<file path="config.mk">
export PLATFORM = sky130hd
export DESIGN_NAME = mem_port_arbiter
export DESIGN_NICKNAME = d
export VERILOG_FILES = /design/src/rtl/mem_port_arbiter_pkg.sv /design/src/rtl/mem_port_arbiter.sv
export SDC_FILE = /design/constraint.sdc
export NUM_CORES = 1
export LEC_CHECK = 0
export CAP_MARGIN = 20
export CORE_MARGIN = 2
export CORE_UTILIZATION = 22
export CTS_CLUSTER_SIZE = 20
export DETAILED_ROUTE_END_ITERATION = 10
export PLACE_DENSITY = 0.95
export SLEW_MARGIN = 30
export SYNTH_ARGS = -nofsm -noshare
export SYNTH_HDL_FRONTEND = slang
export SYNTH_SLANG_ARGS = --single-unit
</file>
<file path="constraint.sdc">
create_clock -name clk -period 3.8 [get_ports clk]
set_clock_uncertainty 0.1 [all_clocks]
set_input_delay 0.57 -clock clk [delete_from_list [all_inputs] [get_ports clk]]
set_output_delay 0.57 -clock clk [all_outputs]
set_load 0.01 [all_outputs]
</file>
<file path="src/rtl/mem_port_arbiter_pkg.sv">
// Shared types for the fetch/data memory port arbiter.
package mem_port_arbiter_pkg;

  // LC-3b machine word, used for both addresses and data.
  typedef logic [15:0] lc3b_word;

  // Per-byte write strobes for a 16-bit word (STB uses one lane).
  typedef logic [1:0] lc3b_mem_byte_en;

  // Grant FSM states: free, serving fetch, serving data port.
  typedef enum logic [1:0] {
    IDLE    = 2'd0,
    GRANT_I = 2'd1,
    GRANT_D = 2'd2
  } arb_state_t;

  // Encoding of the last_grant register.
  localparam logic LAST_I = 1'b0;
  localparam logic LAST_D = 1'b1;

  // Full-word enable used for instruction fetches.
  localparam lc3b_mem_byte_en BE_WORD = 2'b11;

endpackage

</file>
<file path="src/rtl/mem_port_arbiter.sv">
// Two-port to one-port memory arbiter: instruction fetch (read-only) and
// data port (read/write) share a single downstream memory interface.
// A grant is registered in IDLE, held until mem_resp, then the FSM returns
// to IDLE for one bubble cycle. Contention is resolved round-robin.
module mem_port_arbiter
  import mem_port_arbiter_pkg::*;
#(
  parameter int ADDR_W = 16,
  parameter int DATA_W = 16
) (
  input  logic                  clk,
  input  logic                  reset_n,

  input  logic                  req1_read,
  input  logic [ADDR_W-1:0]     req1_addr,
  output logic                  resp1,
  output logic [DATA_W-1:0]     rdata1,

  input  logic                  req2_read,
  input  logic                  req2_write,
  input  logic [ADDR_W-1:0]     req2_addr,
  input  logic [DATA_W-1:0]     req2_wdata,
  input  lc3b_mem_byte_en       req2_byte_en,
  output logic                  resp2,
  output logic [DATA_W-1:0]     rdata2,

  output logic                  mem_read,
  output logic                  mem_write,
  output logic [ADDR_W-1:0]     mem_addr,
  output logic [DATA_W-1:0]     mem_wdata,
  output lc3b_mem_byte_en       mem_byte_en,
  input  logic                  mem_resp,
  input  logic [DATA_W-1:0]     mem_rdata
);

  arb_state_t state;
  logic       last_grant;
  logic       req1;
  logic       req2;

  assign req1 = req1_read;
  assign req2 = req2_read | req2_write;

  // Grant FSM: pick a requester in IDLE, hold the grant until mem_resp.
  // last_grant starts at D so the fetch port wins the first contention.
  always_ff @(posedge clk) begin
    if (!reset_n) begin
      state      <= IDLE;
      last_grant <= LAST_D;
    end else begin
      case (state)
        IDLE: begin
          if (req1 && (!req2 || last_grant == LAST_D)) state <= GRANT_I;
          else if (req2)                               state <= GRANT_D;
        end
        GRANT_I: begin
          if (mem_resp) begin
            state      <= IDLE;
            last_grant <= LAST_I;
          end
        end
        GRANT_D: begin
          if (mem_resp) begin
            state      <= IDLE;
            last_grant <= LAST_D;
          end
        end
        default: state <= IDLE;
      endcase
    end
  end

  // Downstream strobes and upstream responses follow the current grant and
  // the live requester inputs; everything is zero for the idle side.
  always_comb begin
    mem_read    = 1'b0;
    mem_write   = 1'b0;
    mem_addr    = '0;
    mem_wdata   = '0;
    mem_byte_en = '0;
    resp1       = 1'b0;
    rdata1      = '0;
    resp2       = 1'b0;
    rdata2      = '0;
    case (state)
      GRANT_I: begin
        mem_read    = 1'b1;
        mem_addr    = req1_addr;
        mem_byte_en = BE_WORD;
        if (mem_resp) begin
          resp1  = 1'b1;
          rdata1 = mem_rdata;
        end
      end
      GRANT_D: begin
        // Both strobes pass through untouched; a read+write pair is a
        // requester bug and is not filtered here.
        mem_read    = req2_read;
        mem_write   = req2_write;
        mem_addr    = req2_addr;
        mem_wdata   = req2_wdata;
        mem_byte_en = req2_byte_en;
        if (mem_resp) begin
          resp2  = 1'b1;
          rdata2 = mem_rdata;
        end
      end
      default: ;
    endcase
  end

endmodule

</file>
==> results.cfg <==
[die]
dieArea_mm2 = 0.004011
num_rows = 21
die_width_um = 63.34
die_y_um = 63.34
core_mm2 = 0.003363
top_level_ports = 142
start_util = 0.2303

[final_layout]
multi_input_area_um2 = 628.1
fin_nets = 334
layout_common_cells = clkdlybuf4s50_1 (141), and3_1 (29), nor2_1 (20), and2_1 (17), a22oi_1 (16)
diodes = 0
syn_to_final_growth_pct = 186.8
layout-drive-gt1-share = 0.03876
fillers = 293
layout_commonest_cell = clkdlybuf4s50_1
register_area_um2 = 60.06

[power]
total_leakage_power_uw = 0.0009279
combPwrFrac = 0.763
vdd_drop_max_mv = 0.1269
p_per_area_mw_per_mm2 = 180.0
pwr-share-clk = 0.141
p_int_uw = 251.2
p_sw_uw = 148.6
p_total_uw = 399.8
p_sw_frac = 0.3716
pwr-share-seq = 0.096

[yosys]
ys_ff_latch = 3
syn_area_um2 = 774.5
yosysTopAreaCellShare = 0.2342
synthArstFlopShare = 0
synth_area_per_cell_um2 = 6.147
syn_inst = 126
synth_cell_types = 19
synth-edff-count = 0
yosys_most_used_dff = dfxtp_1
synth_nets = 201
synth.area.top_cells = and3_1 (23%), a22oi_1 (16%), and2_1 (14%), nor2_1 (9.7%), dfxtp_1 (7.8%)
ys_warn_count = 0
synth_top_area_cell = and3_1
seq_area_frac_synth = 0.07754

[setup_path]
cp-endpoint = rdata1[15]
worst_ep_arrival_time_ps = 2440
max_stage_delay_ps = 1010
rr_worst_depth = 5
crit_chain = clkdlybuf4s50_1, and3_2, clkdlybuf4s50_1
startpoint = mem_resp
cp_max_fo = 36
worstSetupPathType = in2out
r2r_end = state[0]
r2r-start = state[0]
ff2ff_setup_slack_ps = 2070
cp.required_ps = 3130
path_buf_inv = 2
slowest_stage = clkdlybuf4s50_1
critical_path.top_delay_family = buffers and inverters
startpoint_type = input pin
crit_top_cell = clkdlybuf4s50_1
end_kind = primary output
cp_num_cells = 3

[timing]
final.min_clock_period_ps = 3109
tns_ps = 0
finalHoldViolations = 0
setup_viol = 0
worstMarginPinSlew_ps = 829.1
period_share = 0.8183
rsz0062_at_grt = no
maxSlewViolCount = 0
max_freq_ghz = 0.3216
slew-limit-headroom = 0.4455

[clock_tree]
cts_sinks = 3
cts_setup_buffers = 0
cts_made_buffers = 3
cts-htree-levels = 1
cts_max_path_buffers = 2
post_cts_resized = 0
cts_tree = yes
hold_buffers = 0
cts_root_buf = clkbuf_4
insertion_delay_ps = 240
clk_pin_slew_ps = 40

[route]
vias = 1407
post_drt_wl_per_cell_um = 13.81
drtPass1Iterations = 4
vias_per_cell = 4.628
ant_nets = 0
dr.first_iter.drc_count = 49
remaining_drc_errors = 0
wirelength_um = 4199

[status]
status = completed

[global_routing]
overflow = 0
antenna_found_initial = 0
grt_pass1_vias = 1416
grt_usage = 0.2057
grt_max_degree = 39
grt_pass1_wl_um = 6686

[place]
gp_congestion = 0.7164
portBuffers = 141
dp_hpwl_um = 3372

[worst_hold_path]
worstHoldPathType = reg2reg

[run]
cap_violations = 0
cells in the mapped netlist, types with 3 or more instances:
master and n:
a21oi_1 5, a22oi_1 16, and2_1 17, and3_1 29, and3_2 3, buf_2 6, clkbuf_1 8, dfxtp_1 3
ha_1 3, inv_1 6, nor2_1 20, o21ai_0 3
stage by stage:
step                  util  hold slack (ps)  setup WS [ps]  instance area, µm²  instances
global route        0.6603            442.3          564.5                2221        304
global placement    0.6525            378.6          719.6                2195        300
CTS                 0.6603            408.7          705.6                2221        304
finish              0.6603            400.8          690.6                2221        304
floorplan                -            366.1           1933               774.5        126
detailed placement  0.6525            403.7          707.1                2195        300
routing by layer:
| metal | global-route usage | routed length (µm) | up-vias |
|---|---|---|---|
| met2 | 0.3803 | 2129 | 84 |
| li1 | - | - | 702 |
| met3 | 0.07679 | 529 | 2 |
| met4 | 0.05707 | 17 | 0 |
| met5 | 0 | 0 | - |
| met1 | 0.2154 | 1524 | 619 |
power by group through the flow:
stage / Sequential [µW] / Combinational, µW / Clock (µW)
after floorplan: 38.0 / 129 / 0
after global placement: 38.6 / 303 / 0
after detailed placement: 38.9 / 307 / 0
after CTS: 38.5 / 309 / 58.1
after global routing: 39.0 / 333 / 60.8
final: 38.3 / 305 / 56.3
cell families (layout without fill, tap and decap cells):
logic type / count (synthesis) / after routing / share of synthesized area
compound gates: 27 / 27 / 0.2391
buf+inv: 21 / 153 / 0.1115
flops: 3 / 3 / 0.07755
fa+ha+maj: 3 / 3 / 0.04847
simple gates: 72 / 72 / 0.5234
registers in the layout (all words and copies together), names as in the netlist:
signal and count:
state 2, last_grant 1
cell type report:
cell class	instances	area share
timing repair buffer	143	0.6423
clock buffer	4	0.01183
inverter	6	0.01014
multi-input combinational	102	0.2828
sequential	3	0.02704
tap	46	0.02592
worst min path at each step:
stage	start	to	slack, ps	cells past startpoint
after floorplan	state[1]	state[1]	370	2
after global placement	state[1]	state[1]	380	2
after detailed placement	state[0]	state[0]	400	2
after CTS	state[0]	state[0]	410	2
after global routing	state[1]	state[1]	440	2
final	state[0]	state[0]	400	2
tightest hold or removal path: stages, from the launching register on:
cell	delay [ps]
dfxtp_1	320
o21ai_0	70
a21oi_1	60
Power figures use the tool's default switching activity.
